===== src/rtl/fht_but_ctrl.sv =====
// fht_but_ctrl: stage/butterfly sequencer for an in-place radix-2 FHT.
// Define FHT_CTRL_BITREV_EN to bit-reverse stage-0 read addresses (input reordering on the fly).
module fht_but_ctrl #(
  parameter int N_BIT   = 10,
  parameter int BUT_LAT = 3
) (
  input  logic                     iCLK,
  input  logic                     iRESET,
  input  logic                     iSTART,
  input  logic                     iHOLD,
  output logic                     oBUSY,
  output logic                     oDONE,
  output logic [$clog2(N_BIT)-1:0] oSTAGE,
  output logic                     oBANK,
  output logic                     oRD_EN,
  output logic [N_BIT-1:0]         oRD_ADDR_0,
  output logic [N_BIT-1:0]         oRD_ADDR_1,
  output logic [N_BIT-1:0]         oRD_ADDR_2,
  output logic [N_BIT-2:0]         oCOEF_ADDR,
  output logic                     oWR_EN,
  output logic [N_BIT-1:0]         oWR_ADDR_0,
  output logic [N_BIT-1:0]         oWR_ADDR_1
);
  localparam int SW = $clog2(N_BIT);
  localparam int D  = BUT_LAT + 1;
  localparam int FW = $clog2(BUT_LAT + 2);
  localparam logic [1:0] ST_IDLE  = 2'd0;
  localparam logic [1:0] ST_RUN   = 2'd1;
  localparam logic [1:0] ST_FLUSH = 2'd2;
  localparam logic [1:0] ST_DONE  = 2'd3;
  localparam logic [SW-1:0] S_LAST = SW'(N_BIT - 1);
  localparam logic [FW-1:0] F_LAST = FW'(BUT_LAT);

  logic [1:0]       state_q, state_d;
  logic [SW-1:0]    s_q, s_d;
  logic             bank_q, bank_d;
  logic [N_BIT-2:0] cnt_q, cnt_d;
  logic [FW-1:0]    fcnt_q, fcnt_d;
  logic [D-1:0]     wen_q;
  logic [N_BIT-1:0] wa0_q [D];
  logic [N_BIT-1:0] wa1_q [D];
  logic             issue;
  logic [N_BIT-1:0] h, mask, k, g, a0, a1, a2, r0, r1, r2;
  logic [N_BIT-2:0] cf;

  assign issue = (state_q == ST_RUN) && !iHOLD;
  assign h     = N_BIT'(1) << s_q;
  assign mask  = h - N_BIT'(1);
  assign k     = {1'b0, cnt_q} & mask;
  // (cnt >> s) << (s+1) is the group base with its low s+1 bits cleared
  assign g     = ({1'b0, cnt_q} & ~mask) << 1;
  assign a0    = g | k;
  assign a1    = a0 + h;
  assign a2    = (k == '0) ? g + h : g + (h << 1) - k;
  assign cf    = (N_BIT-1)'(k << (S_LAST - s_q));

`ifdef FHT_CTRL_BITREV_EN
  function automatic logic [N_BIT-1:0] rev(input logic [N_BIT-1:0] v);
    rev = '0;
    for (int i = 0; i < N_BIT; i++) rev[i] = v[N_BIT-1-i];
  endfunction
  logic first_stage;
  assign first_stage = (s_q == '0);
  assign r0 = first_stage ? rev(a0) : a0;
  assign r1 = first_stage ? rev(a1) : a1;
  assign r2 = first_stage ? rev(a2) : a2;
`else
  assign r0 = a0;
  assign r1 = a1;
  assign r2 = a2;
`endif

  assign oBUSY      = (state_q == ST_RUN) || (state_q == ST_FLUSH);
  assign oDONE      = (state_q == ST_DONE);
  assign oSTAGE     = s_q;
  assign oBANK      = bank_q;
  assign oRD_EN     = issue;
  assign oRD_ADDR_0 = issue ? r0 : '0;
  assign oRD_ADDR_1 = issue ? r1 : '0;
  assign oRD_ADDR_2 = issue ? r2 : '0;
  assign oCOEF_ADDR = issue ? cf : '0;
  assign oWR_EN     = wen_q[D-1];
  assign oWR_ADDR_0 = wa0_q[D-1];
  assign oWR_ADDR_1 = wa1_q[D-1];

  always_comb begin
    state_d = state_q;
    s_d     = s_q;
    bank_d  = bank_q;
    cnt_d   = cnt_q;
    fcnt_d  = fcnt_q;
    case (state_q)
      ST_IDLE: if (iSTART) begin
        state_d = ST_RUN;
        s_d     = '0;
        bank_d  = 1'b0;
        cnt_d   = '0;
      end
      ST_RUN: if (!iHOLD) begin
        cnt_d = cnt_q + (N_BIT-1)'(1);
        if (&cnt_q) begin
          state_d = ST_FLUSH;
          fcnt_d  = '0;
        end
      end
      ST_FLUSH: begin
        fcnt_d = fcnt_q + FW'(1);
        if (fcnt_q == F_LAST) begin
          state_d = (s_q == S_LAST) ? ST_DONE : ST_RUN;
          s_d     = (s_q == S_LAST) ? s_q : s_q + SW'(1);
          bank_d  = (s_q == S_LAST) ? bank_q : ~bank_q;
          cnt_d   = '0;
        end
      end
      ST_DONE: state_d = ST_IDLE;
      default: state_d = ST_IDLE;
    endcase
  end

  // write side keeps shifting under iHOLD: the butterfly pipeline cannot stall
  always_ff @(posedge iCLK or negedge iRESET) begin
    if (!iRESET) begin
      state_q <= ST_IDLE;
      s_q     <= '0;
      bank_q  <= 1'b0;
      cnt_q   <= '0;
      fcnt_q  <= '0;
      wen_q   <= '0;
      for (int i = 0; i < D; i++) begin
        wa0_q[i] <= '0;
        wa1_q[i] <= '0;
      end
    end else begin
      state_q  <= state_d;
      s_q      <= s_d;
      bank_q   <= bank_d;
      cnt_q    <= cnt_d;
      fcnt_q   <= fcnt_d;
      wen_q[0] <= issue;
      wa0_q[0] <= issue ? a0 : '0;
      wa1_q[0] <= issue ? a1 : '0;
      for (int i = 1; i < D; i++) begin
        wen_q[i] <= wen_q[i-1];
        wa0_q[i] <= wa0_q[i-1];
        wa1_q[i] <= wa1_q[i-1];
      end
    end
  end
endmodule

===== config.mk =====
export PLATFORM = sky130hd
export DESIGN_NAME = fht_but_ctrl
export DESIGN_NICKNAME = d
export VERILOG_FILES = /design/src/rtl/fht_but_ctrl.sv
export SDC_FILE = /design/constraint.sdc
export NUM_CORES = 1
export LEC_CHECK = 0
export ABC_CLOCK_PERIOD_IN_PS = 11550
export BUFFER_PORTS_ARGS = -buffer_cell sky130_fd_sc_hd__buf_2
export CAP_MARGIN = 25
export CORE_AREA = 2 2 121 123
export DETAILED_ROUTE_END_ITERATION = 16
export DIE_AREA = 0 0 123 125
export GPL_ROUTABILITY_DRIVEN = 0
export PLACE_DENSITY_LB_ADDON = 0.3
export SLEW_MARGIN = 20
export SYNTH_ARGS = -nofsm -noshare
export SYNTH_HDL_FRONTEND = slang
export SYNTH_SLANG_ARGS = --single-unit

===== constraint.sdc =====
create_clock -name iCLK -period 11.55 [get_ports iCLK]
set_input_delay 0.5775 -clock iCLK [delete_from_list [all_inputs] [get_ports iCLK]]
set_output_delay 0.5775 -clock iCLK [all_outputs]
set_load 0.03 [all_outputs]

==> reports/metrics.csv, run 1 <==
stage,metric,value,unit
global_routing,grt_overflow,0,
yosys,synth_xor_area_frac,0.0283,
final_layout,syn_to_final_growth,9.51,%
clocking,post_cts_buffers,0,
global_routing,grt_max_degree,63,
yosys,synth_edf_count,0,
yosys,synth_area,0.00618,mm²
clocking,cts-resized-gates,0,
yosys,synth_mux_area_frac,0.0409,
clocking,clockBufferDepth,2,
drt,met3_length,1030,µm
yosys,synth-compound-area-share,0.171,
yosys,synth_nets,686,
floorplan,die_h,125,µm
power,p_int,0.000814,W
sta,rsz0062_at_grt,false,
global_routing,antenna_found_initial,0,
worst_hold_path,hp-class,primary input to async pin,
floorplan,top_level_ports,72,
power,peakVddDrop,0.118,mV
clocking,tritoncts,built,
sta,tns,0,ns
power,p_sw,0.000642,W
drt,wl_met2,6870,µm
yosys,ys_ff_latch,103,
yosys,synth-async-reset-ratio,1.00,
global_routing,grt_pass1_vias,4689,
placed_design,portBuffers,71,
drt,vias_per_cell,5.73,
setup_path,crit_required,10.97,ns
setup_path,cp-start-kind,register,
placed_design,dpl.hpwl,11000,µm
clocking,cts_root_buf,clkbuf_16,
sta,fmax,0.149,GHz
floorplan,start_util,0.435,
sta,skew,0.0115,ns
sta,hold_viol_final,0,
yosys,yosys.area_share.simple,0.166,
final_layout,fill_cells,1388,
setup_path,crit_arrival,6.14,ns
power,leakagePower,3.36,nW
run_status,outcome,completed,
yosys,ys.flop_type,dfrtp_1,
final_layout,drive_above_1_share,0.176,
clocking,path_clk_slew,0.07,ns
yosys,syn_area_per_cell,9.75,µm²
drt,routed.top_layer,met4,
power,clock_power_share,0.187,
final_layout,nNetsFinal,722,
setup_path,crit_path_end_kind,output pin,
drt,dr.pass1.iters,6,
setup_path,reg2regPathDepth,15,
power,p_comb_frac,0.513,
floorplan,core.rowCount,44,
sta,relSlewSlack,0.353,
floorplan,die_area,0.0154,mm²
sta,slew_viol_final,0,
drt,wire_per_inst,17.4,µm
clocking,clock-sinks,103,
global_routing,grtUsageTotal,0.203,
drt,ant_nets,0,
setup_path,crit_fanout,17,
placed_design,preCtsSetupSlack,5.33,ns
power,swShare,0.441,
clocking,worst_skew_pair.late_latency,0.35,ns
drt,wl_met1,6530,µm
clocking,ctsHtreeMaxLevel,3,
drt,drt_iter0_drc,579,
drt,drc,0,
yosys,synth_cells,634,
power,seqPwrFrac,0.300,
clocking,hold_buffers,0,
drt,via_count,4926,
yosys,synth_top_family_by_area,compound AO/OA/AOI/OAI gates,
yosys,yosysSeqAreaShare,0.417,
floorplan,dieWidth,123,µm
sta,period_needed,6.72,ns
yosys,ys_warn_count,0,
run,maxCapViolations,0,
drt,drt-total-wl,15000,µm
floorplan,coreArea,0.0142,mm²
final_layout,n_antenna_cell,0,
yosys,synth_cell_types,77,
sta,worst_pin_slew,0.970,ns
setup_path,path_class,register to output pin,
yosys,synthAdderAreaFrac,0.105,
power,p_per_area,215,mW/mm²
sta,timing.final.ws_setup,4.83,ns
sta,finalSetupViolCount,0,
global_routing,grt_pass1_wl,24400,µm
sta,period_share,0.582,
clocking,numCtsBuffers,9,
-- per-layer routing --
metal | up-vias | GRT usage
met5 | - | 0
met4 | 0 | 0.0943
met3 | 41 | 0.0461
met2 | 213 | 0.311
met1 | 2374 | 0.274
li1 | 2298 | -
-- kinds of logic (layout without fill, tap and decap cells) --
family	after synthesis	in the layout
and+or+nand+nor	202	202
AOI/OAI and AO/OA	152	152
DFF	103	103
buffers and inverters	89	130
adders and majority gates	49	49
xor gates and xnor gates	20	20
muxes	18	18
other	1	1
-- registers in the layout, indices dropped and copies added, names as in the netlist --
signal,flops
cnt_q,9
fcnt_q,3
oBANK,1
oSTAGE,4
oWR_ADDR_0,10
oWR_ADDR_1,10
state_q,2
wa0_q,30
wa1_q,30
wen_q,4
-- cells in the final DEF (no fill, tap or decap), types with 14 or more instances in the layout --
cell	count
nor2_1	43
a21oi_1	34
buf_2	70
nand2_1	49
inv_1	38
nand3_1	15
ha_1	43
dfrtp_1	103
nor2b_1	14
xnor2_1	18
nor3_1	17
o21ai_0	34
-- cell usage after synthesis, drive strengths merged, types with 5 or more instances --
cell type	count	share of area
a211oi	5	0.0077
mux2	8	0.015
a21oi	34	0.028
buf	29	0.034
o21ai	35	0.029
nand4	6	0.0061
nor2	44	0.027
a31oi	5	0.0051
inv	39	0.024
o211ai	7	0.0085
xnor2	18	0.025
or2	6	0.0061
fa	5	0.016
nand2	50	0.032
a21o	9	0.011
nor4	5	0.0051
and2	11	0.011
ha	43	0.087
mux4	5	0.018
nand2b	13	0.013
mux2i	5	0.0081
o21bai	5	0.0061
nor3	19	0.017
dfrtp	103	0.42
and3	5	0.0051
nor2b	14	0.014
clkbuf	19	0.012
o21a	5	0.0061
nand3	15	0.012
-- final timing paths --
| path | from | endpoint | slack [ns] |
|---|---|---|---|
| worst max-delay path | oSTAGE[0] | oRD_ADDR_2[9] | 4.83 |
| worst min-delay path | iRESET | wa1_q[30] | 0.19 |
| worst max register to register | oSTAGE[0] | wa1_q[37] | 6.16 |
| worst min register to register | wa1_q[18] | oWR_ADDR_1[8] | 0.35 |
| max in group asynchronous | iRESET | oWR_ADDR_0[9] | 10.20 |
| min in group iCLK | wa1_q[18] | oWR_ADDR_1[8] | 0.35 |
-- stage by stage --
| step | total power (W) | util | area (µm²) | std cells | hold slack (ns) |
|---|---|---|---|---|---|
| 6_report | 0.00146 | 0.477 | 6770 | 859 | 0.193 |
| 2_1_floorplan | 0.00102 | - | 6180 | 634 | 0.282 |
| 4_1_cts | 0.00145 | 0.477 | 6770 | 859 | 0.206 |
| 3_3_place_gp | 0.00115 | 0.458 | 6510 | 843 | 0.331 |
| 5_1_grt | 0.00157 | 0.477 | 6770 | 859 | 0.237 |
| 3_5_place_dp | 0.00117 | 0.458 | 6510 | 843 | 0.335 |
-- layout make-up --
cell class / count / area, µm² / area share
multi-input cells: 442 / 3170 / 0.468
flip-flops and latches: 103 / 2580 / 0.381
repair buffers: 73 / 373 / 0.0551
clock buffers: 12 / 236 / 0.0349
well taps: 184 / 230 / 0.0340
inverters: 41 / 159 / 0.0235
clock inverters: 4 / 27.5 / 0.00407
-- power by group through the flow --
stage / clock (W) / combinational (W) / sequential [W]
6_report: 0.000272 / 0.000746 / 0.000437
5_1_grt: 0.000300 / 0.000826 / 0.000443
4_1_cts: 0.000283 / 0.000735 / 0.000437
3_5_place_dp: 0 / 0.000730 / 0.000444
3_3_place_gp: 0 / 0.000713 / 0.000439
2_1_floorplan: 0 / 0.000589 / 0.000433
-- worst max-delay path: stages, from the launching register on --
cell	delay, ns
dfrtp_1	0.57
inv_1	0.29
ha_1	0.51
nor3b_1	0.56
inv_1	0.13
ha_1	0.42
inv_1	0.31
nor2_2	0.09
o21ai_2	0.28
inv_2	0.12
fa_1	0.49
inv_1	0.07
fa_1	0.47
a21oi_1	0.29
o2111ai_1	0.19
a31oi_1	0.22
xor2_1	0.19
a21oi_1	0.06
a311oi_1	0.27
buf_2	0.24
(Power assumes the default switching activity.)
==> inputs of run 2 (changes only) <==
- ABC_AREA: not set -> 1
- ABC_CLOCK_PERIOD_IN_PS: 11550 -> 5570
- CORE_AREA: 2 2 121 123 -> 2 2 116 118
- DIE_AREA: 0 0 123 125 -> 0 0 118 120
- clock period: 11.55 -> 5.57 ns (I/O delays scaled with it)
==> run 2 against run 1 <==
Compared with the run above:
- largest power group unchanged
- synthesized cell count rose by 4.6%
- clock power rose by 110%
- critical path type unchanged
- area after synthesis fell by 7.5%
- register-to-register slack got worse by 4.3 ns
- critical path depth rose by 1
- largest cell class is now registers
- worst hold slack improved by 0.15 ns
- clock-buffer cell count did not move
- routed wire length fell by 14%
- sequential cell count did not move
==> reports/metrics.csv, run 2 <==
stage,metric,value,unit
yosys,synth_nets,715,
clocking,clock-sinks,103,
setup_path,slowest_stage,dfrtp_1,
power,leakagePower,3.60,nW
setup_path,cpLargestDelayFamily,adder cells,
yosys,synth-async-reset-ratio,1.00,
final_layout,drive_above_1_share,0.166,
placed_design,dpl.hpwl,9780,µm
sta,tns,0,ns
global_routing,antenna_found_initial,0,
yosys,synth_cell_types,44,
yosys,ys_warn_count,0,
sta,period_share,0.934,
clocking,path_clk_slew,0.07,ns
floorplan,start_util,0.441,
setup_path,timing.critical_path.buf_inv,4,
drt,drc,0,
setup_path,crit_chain,clkinv_1 > ha_1 > nand2_2 > ha_1 > nand3_2 > nor2_4 > nand3_1 > nand3_1 > inv_1 > fa_1 > inv_1 > ha_1 > a21oi_1 > o21ai_0 > a21oi_1 > xnor3_1 > nand2_1 > nand2_1 > nor2_1 > buf_2,
sta,hold_viol_final,0,
sta,fmax,0.192,GHz
drt,drt-total-wl,12900,µm
yosys,synthTopCellsByArea,"dfrtp_1, ha_1, nand2_1",
sta,rsz0062_at_grt,false,
global_routing,grt_max_degree,75,
floorplan,dieWidth,118,µm
setup_path,crit_fanout,15,
yosys,yosysSeqAreaShare,0.451,
clocking,cts-resized-gates,0,
setup_path,cpPeakStageDelay,0.62,ns
yosys,synth_edf_count,0,
sta,worst_pin_slew,0.873,ns
global_routing,grt_overflow,0,
sta,relSlewSlack,0.418,
yosys,ys_ff_latch,103,
yosys,synth_common_cells,"nand2_1, dfrtp_1, inv_1",
clocking,tritoncts,built,
sta,slew_viol_final,0,
worst_hold_path,hp-class,register to register,
global_routing,grt_pass1_wl,21700,µm
clocking,clockBufferDepth,2,
power,peakVddDrop,0.345,mV
floorplan,coreArea,0.0130,mm²
drt,drt_iter0_drc,436,
floorplan,top_level_ports,72,
placed_design,dpl.cell_count,883,
yosys,synth_cells,663,
global_routing,grtUsageTotal,0.191,
sta,skew,0.00681,ns
placed_design,portBuffers,71,
setup_path,cpMostUsedCell,ha_1,
setup_path,crit_arrival,4.92,ns
final_layout,syn_to_final_growth,11.9,%
setup_path,crit_required,5.29,ns
final_layout,instances_no_fill,900,
yosys,synth_area,0.00572,mm²
final_layout,final_cell_mix,"nand2_1, dfrtp_1, inv_1",
final_layout,fin_util,0.493,
yosys,syn_area_per_cell,8.63,µm²
setup_path,crit_path_end_kind,output pin,
run,maxCapViolations,0,
run_status,outcome,completed,
drt,ant_nets,0,
sta,period_needed,5.20,ns
final_layout,n_antenna_cell,0,
yosys,yosysMostFrequentCell,nand2_1,
final_layout,reg_top3,"wa0_q: 30 flops, wa1_q: 30 flops",
yosys,synth_top_area_frac,0.451,
setup_path,path_class,register to output pin,
final_layout,mostFrequentLayoutCell,nand2_1,
floorplan,core.rowCount,42,
clocking,numCtsBuffers,9,
clocking,cts_root_buf,clkbuf_16,
final_layout,nNetsFinal,771,
drt,dr.pass1.iters,6,
drt,vias_per_cell,5.05,
global_routing,grt_pass1_vias,4452,
sta,finalSetupViolCount,0,
yosys,synth_area_leader_cell,dfrtp_1,
power,p_per_area,476,mW/mm²
yosys,ys.flop_type,dfrtp_1,
setup_path,cp-start-kind,register,
drt,via_count,4549,
clocking,worst_skew_pair.late_latency,0.33,ns
floorplan,die_h,120,µm
floorplan,die_area,0.0142,mm²
clocking,ctsHtreeMaxLevel,3,
drt,wire_per_inst,14.3,µm
## run 2: changes by cell type after synthesis, moves of 14 or more
cell	change
nor2b_1	-14
inv_1	+53
a21oi_1	+15
nand3_1	+21
nand2_1	+78
xnor2_1	-14
## run 2: cells by family (layout without fill, tap and decap cells)
kind of cell,after synthesis,count (layout),synth area share
AOI/OAI and AO/OA,110,110,0.107
buffers and inverters,128,189,0.101
DFF,103,103,0.451
other,1,1,0.000656
adders and majority gates,48,48,0.112
and+or+nand+nor,257,257,0.201
xor gates and xnor gates,16,16,0.0282
## run 2: final cells by class
type	count	area (µm²)
tap	176	220
clock buffer	12	256
timing repair buffer	74	383
multi-input combinational	432	2560
inverter	99	373
sequential	103	2580
fill	1246	6580
clock inverter	4	28.8
## run 2: final timing paths
check,start,end,slack [ns],cells past startpoint
setup / recovery,oSTAGE[0],oRD_ADDR_2[9],0.37,20
max in group asynchronous,iRESET,oWR_ADDR_0[6],3.97,3
setup reg to reg,oSTAGE[0],wa1_q[36],1.90,17
hold reg to reg,wa0_q[23],wa0_q[13],0.34,0
min in group asynchronous,iRESET,oBANK,0.40,2
hold / removal,wa0_q[23],wa0_q[13],0.34,0
## run 2: power by group
part           total (W)  switching (W)  internal (W)
sequential      0.000889      0.0000673      0.000822
clock           0.000582       0.000253      0.000328
combinational    0.00158        0.00106      0.000522
total            0.00305        0.00138       0.00167
## run 2: per-stage QoR
step	instance area [µm²]	total power (W)	hold WS, ns	setup slack, ns
global placement	6110	0.00241	0.214	0.938
detailed placement	6110	0.00245	0.220	0.818
floorplan	5720	0.00213	-0.0171	0.995
global route	6400	0.00329	0.352	0.0541
CTS	6400	0.00305	0.346	0.423
finish	6400	0.00305	0.345	0.369
## run 2: per-layer routing
layer	vias up	GRT usage	wire, µm	share of wire
li1	2219	-	-	-
met1	2128	0.254	5550	0.43
met2	176	0.316	6240	0.48
met3	26	0.0271	745	0.058
met4	0	0.0791	351	0.027
met5	-	0	0	0
## run 2: what timing repair did
action	in CTS	in global routing
setup buffers	0	0
hold buffers	1	0
hold endpoints to repair	29	0
==> inputs of run 3 (changes only) <==
- BUFFER_PORTS_ARGS: -buffer_cell sky130_fd_sc_hd__buf_2 -> -buffer_cell sky130_fd_sc_hd__buf_4
- CTS_CLUSTER_DIAMETER: not set -> 150
- GPL_ROUTABILITY_DRIVEN: 0 -> not set
==> run 3 against run 2 <==
Compared with the run above:
- clock power is 6.4% higher
- worst hold slack hardly changed
- final cell count up 0.11%
==> reports/metrics.csv, run 3 (synthesized netlist as in run 2, its figures left out) <==
stage,metric,value,unit
run_status,outcome,completed,
setup_path,rr_startpoint,oSTAGE[1],
floorplan,dieWidth,118,µm
floorplan,top_level_ports,72,
worst_hold_path,min_path_cells,0,
final_layout,final_cell_mix,"nand2_1, dfrtp_1, inv_1",
clocking,clockBufferDepth,2,
drt,met3_length,567,µm
drt,wire_per_inst,14.8,µm
setup_path,crit_arrival,4.82,ns
setup_path,cpLargestDelayFamily,adder cells,
final_layout,fin_util,0.509,
drt,vias_per_cell,4.99,
final_layout,drive_above_1_share,0.171,
sta,tns,0,ns
sta,rsz0062_at_grt,false,
power,p_comb_frac,0.518,
drt,wl_met1,6070,µm
global_routing,grt_overflow,0,
clocking,post_cts_buffers,0,
sta,fmax,0.196,GHz
sta,finalSetupViolCount,0,
clocking,path_clk_slew,0.07,ns
setup_path,crit_cells,20,
clocking,ctsHtreeMaxLevel,3,
setup_path,timing.critical_path.buf_inv,4,
run,maxCapViolations,0,
clocking,numCtsBuffers,9,
placed_design,gp_congestion,0.923,
sta,hold_ws,0.345,ns
sta,skew,0.0123,ns
clocking,cts_root_buf,clkbuf_16,
setup_path,crit_chain,inv_1 > ha_1 > nand2_1 > ha_1 > nand3_2 > nor2_4 > nand3_1 > nand3_1 > inv_1 > fa_1 > inv_1 > ha_1 > a21oi_1 > o21ai_0 > a21oi_1 > xnor3_1 > nand2_1 > nand2_1 > nor2_1 > buf_4,
setup_path,crit_required,5.29,ns
setup_path,path_class,register to output pin,
final_layout,syn_to_final_growth,15.5,%
drt,wl_met2,6480,µm
setup_path,slowest_stage,dfrtp_1,
clocking,worst_skew_pair.late_latency,0.34,ns
drt,drt-total-wl,13300,µm
power,finalPower,0.00314,W
setup_path,cpPeakStageDelay,0.56,ns
power,peakVddDrop,0.291,mV
clocking,tritoncts,built,
drt,dr.pass1.iters,5,
final_layout,n_antenna_cell,0,
final_layout,reg_top3,"wa0_q: 30 flops, wa1_q: 30 flops",
worst_hold_path,hp-class,register to register,
drt,drt_iter0_drc,421,
final_layout,nNetsFinal,772,
drt,drc,0,
setup_path,reg2regPathDepth,17,
drt,via_count,4493,
sta,period_needed,5.10,ns
power,p_int,0.00174,W
setup_path,r2r-end,wa1_q[36],
setup_path,cp-start-kind,register,
global_routing,grt_pass1_vias,4368,
global_routing,grt_max_degree,65,
setup_path,crit_fanout,15,
power,p_per_area,475,mW/mm²
sta,period_share,0.916,
sta,relSlewSlack,0.502,
sta,slew_viol_final,0,
floorplan,die_area,0.0142,mm²
power,clock_power_share,0.197,
power,leakagePower,3.61,nW
power,swShare,0.444,
drt,ant_nets,0,
floorplan,coreArea,0.0130,mm²
setup_path,ff2ff_setup_slack,1.90,ns
worst_hold_path,worstHoldEndpoint,wa0_q[24],
global_routing,grtUsageTotal,0.197,
floorplan,core.rowCount,42,
floorplan,start_util,0.441,
setup_path,crit_path_end_kind,output pin,
power,seqPwrFrac,0.285,
final_layout,fill_cells,1205,
floorplan,die_h,120,µm
worst_hold_path,min_from,wa0_q[34],
sta,worst_pin_slew,0.747,ns
global_routing,grt_pass1_wl,21800,µm
clocking,clock-sinks,103,
placed_design,portBuffers,71,
drt,routed.top_layer,met4,
global_routing,antenna_found_initial,0,
final_layout,mostFrequentLayoutCell,nand2_1,
power,p_sw,0.00139,W
sta,hold_viol_final,0,
placed_design,dpl.hpwl,10400,µm
[run 3: worst register-to-register path, stage by stage, from the launching register on]
cell,delay (ns)
dfrtp_1,0.51
inv_1,0.36
ha_1,0.32
nand2_1,0.24
ha_1,0.38
nor2_1,0.18
inv_1,0.10
nand2_1,0.14
inv_1,0.09
fa_1,0.44
nor2_1,0.12
o21ai_0,0.08
nand2_1,0.12
nand2_1,0.09
a31oi_1,0.20
nand2_1,0.07
nand2_1,0.06
nor2_1,0.05
[run 3: worst max-delay path by stage]
stage	from	end
finish	oSTAGE[1]	oRD_ADDR_2[9]
CTS	oSTAGE[0]	oRD_ADDR_2[9]
global placement	oSTAGE[0]	oRD_ADDR_2[9]
detailed placement	oSTAGE[0]	oRD_ADDR_2[9]
global route	oSTAGE[1]	oRD_ADDR_2[9]
floorplan	oSTAGE[1]	oRD_ADDR_2[9]
[run 3: what timing repair did]
item                       4_1_cts  5_1_grt
hold endpoints to repair        39        0
gates resized for setup          0        2
hold buffers                     1        0
setup endpoints to repair        0        2
[run 3: metal layers]
layer / GRT usage / vias up
li1: - / 2225
met1: 0.252 / 2131
met2: 0.339 / 124
met3: 0.0342 / 13
met4: 0.0685 / 0
met5: 0 / -
[run 3: cell type report]
| cell class | instances | area (µm²) | share of cell area |
|---|---|---|---|
| clock buffer | 11 | 243 | 0.0367 |
| clock inverter | 5 | 56.3 | 0.00852 |
| inverter | 99 | 377 | 0.0570 |
| sequential | 103 | 2580 | 0.390 |
| multi-input combinational | 432 | 2570 | 0.388 |
| tap | 176 | 220 | 0.0333 |
| timing repair buffer | 75 | 566 | 0.0856 |
[run 3: power by group through the flow]
stage	clock (W)	combinational (W)	sequential, W
finish	0.000619	0.00162	0.000893
CTS	0.000636	0.00162	0.000890
global placement	0	0.00158	0.000900
global route	0.000668	0.00182	0.000906
detailed placement	0	0.00160	0.000905
floorplan	0	0.00122	0.000907
[run 3: through the flow]
step | area (µm²) | instances | setup WS, ns
floorplan | 5720 | 663 | 0.995
global placement | 6290 | 884 | 0.900
detailed placement | 6290 | 884 | 0.795
CTS | 6600 | 901 | 0.391
global route | 6610 | 901 | 0.0200
finish | 6610 | 901 | 0.469
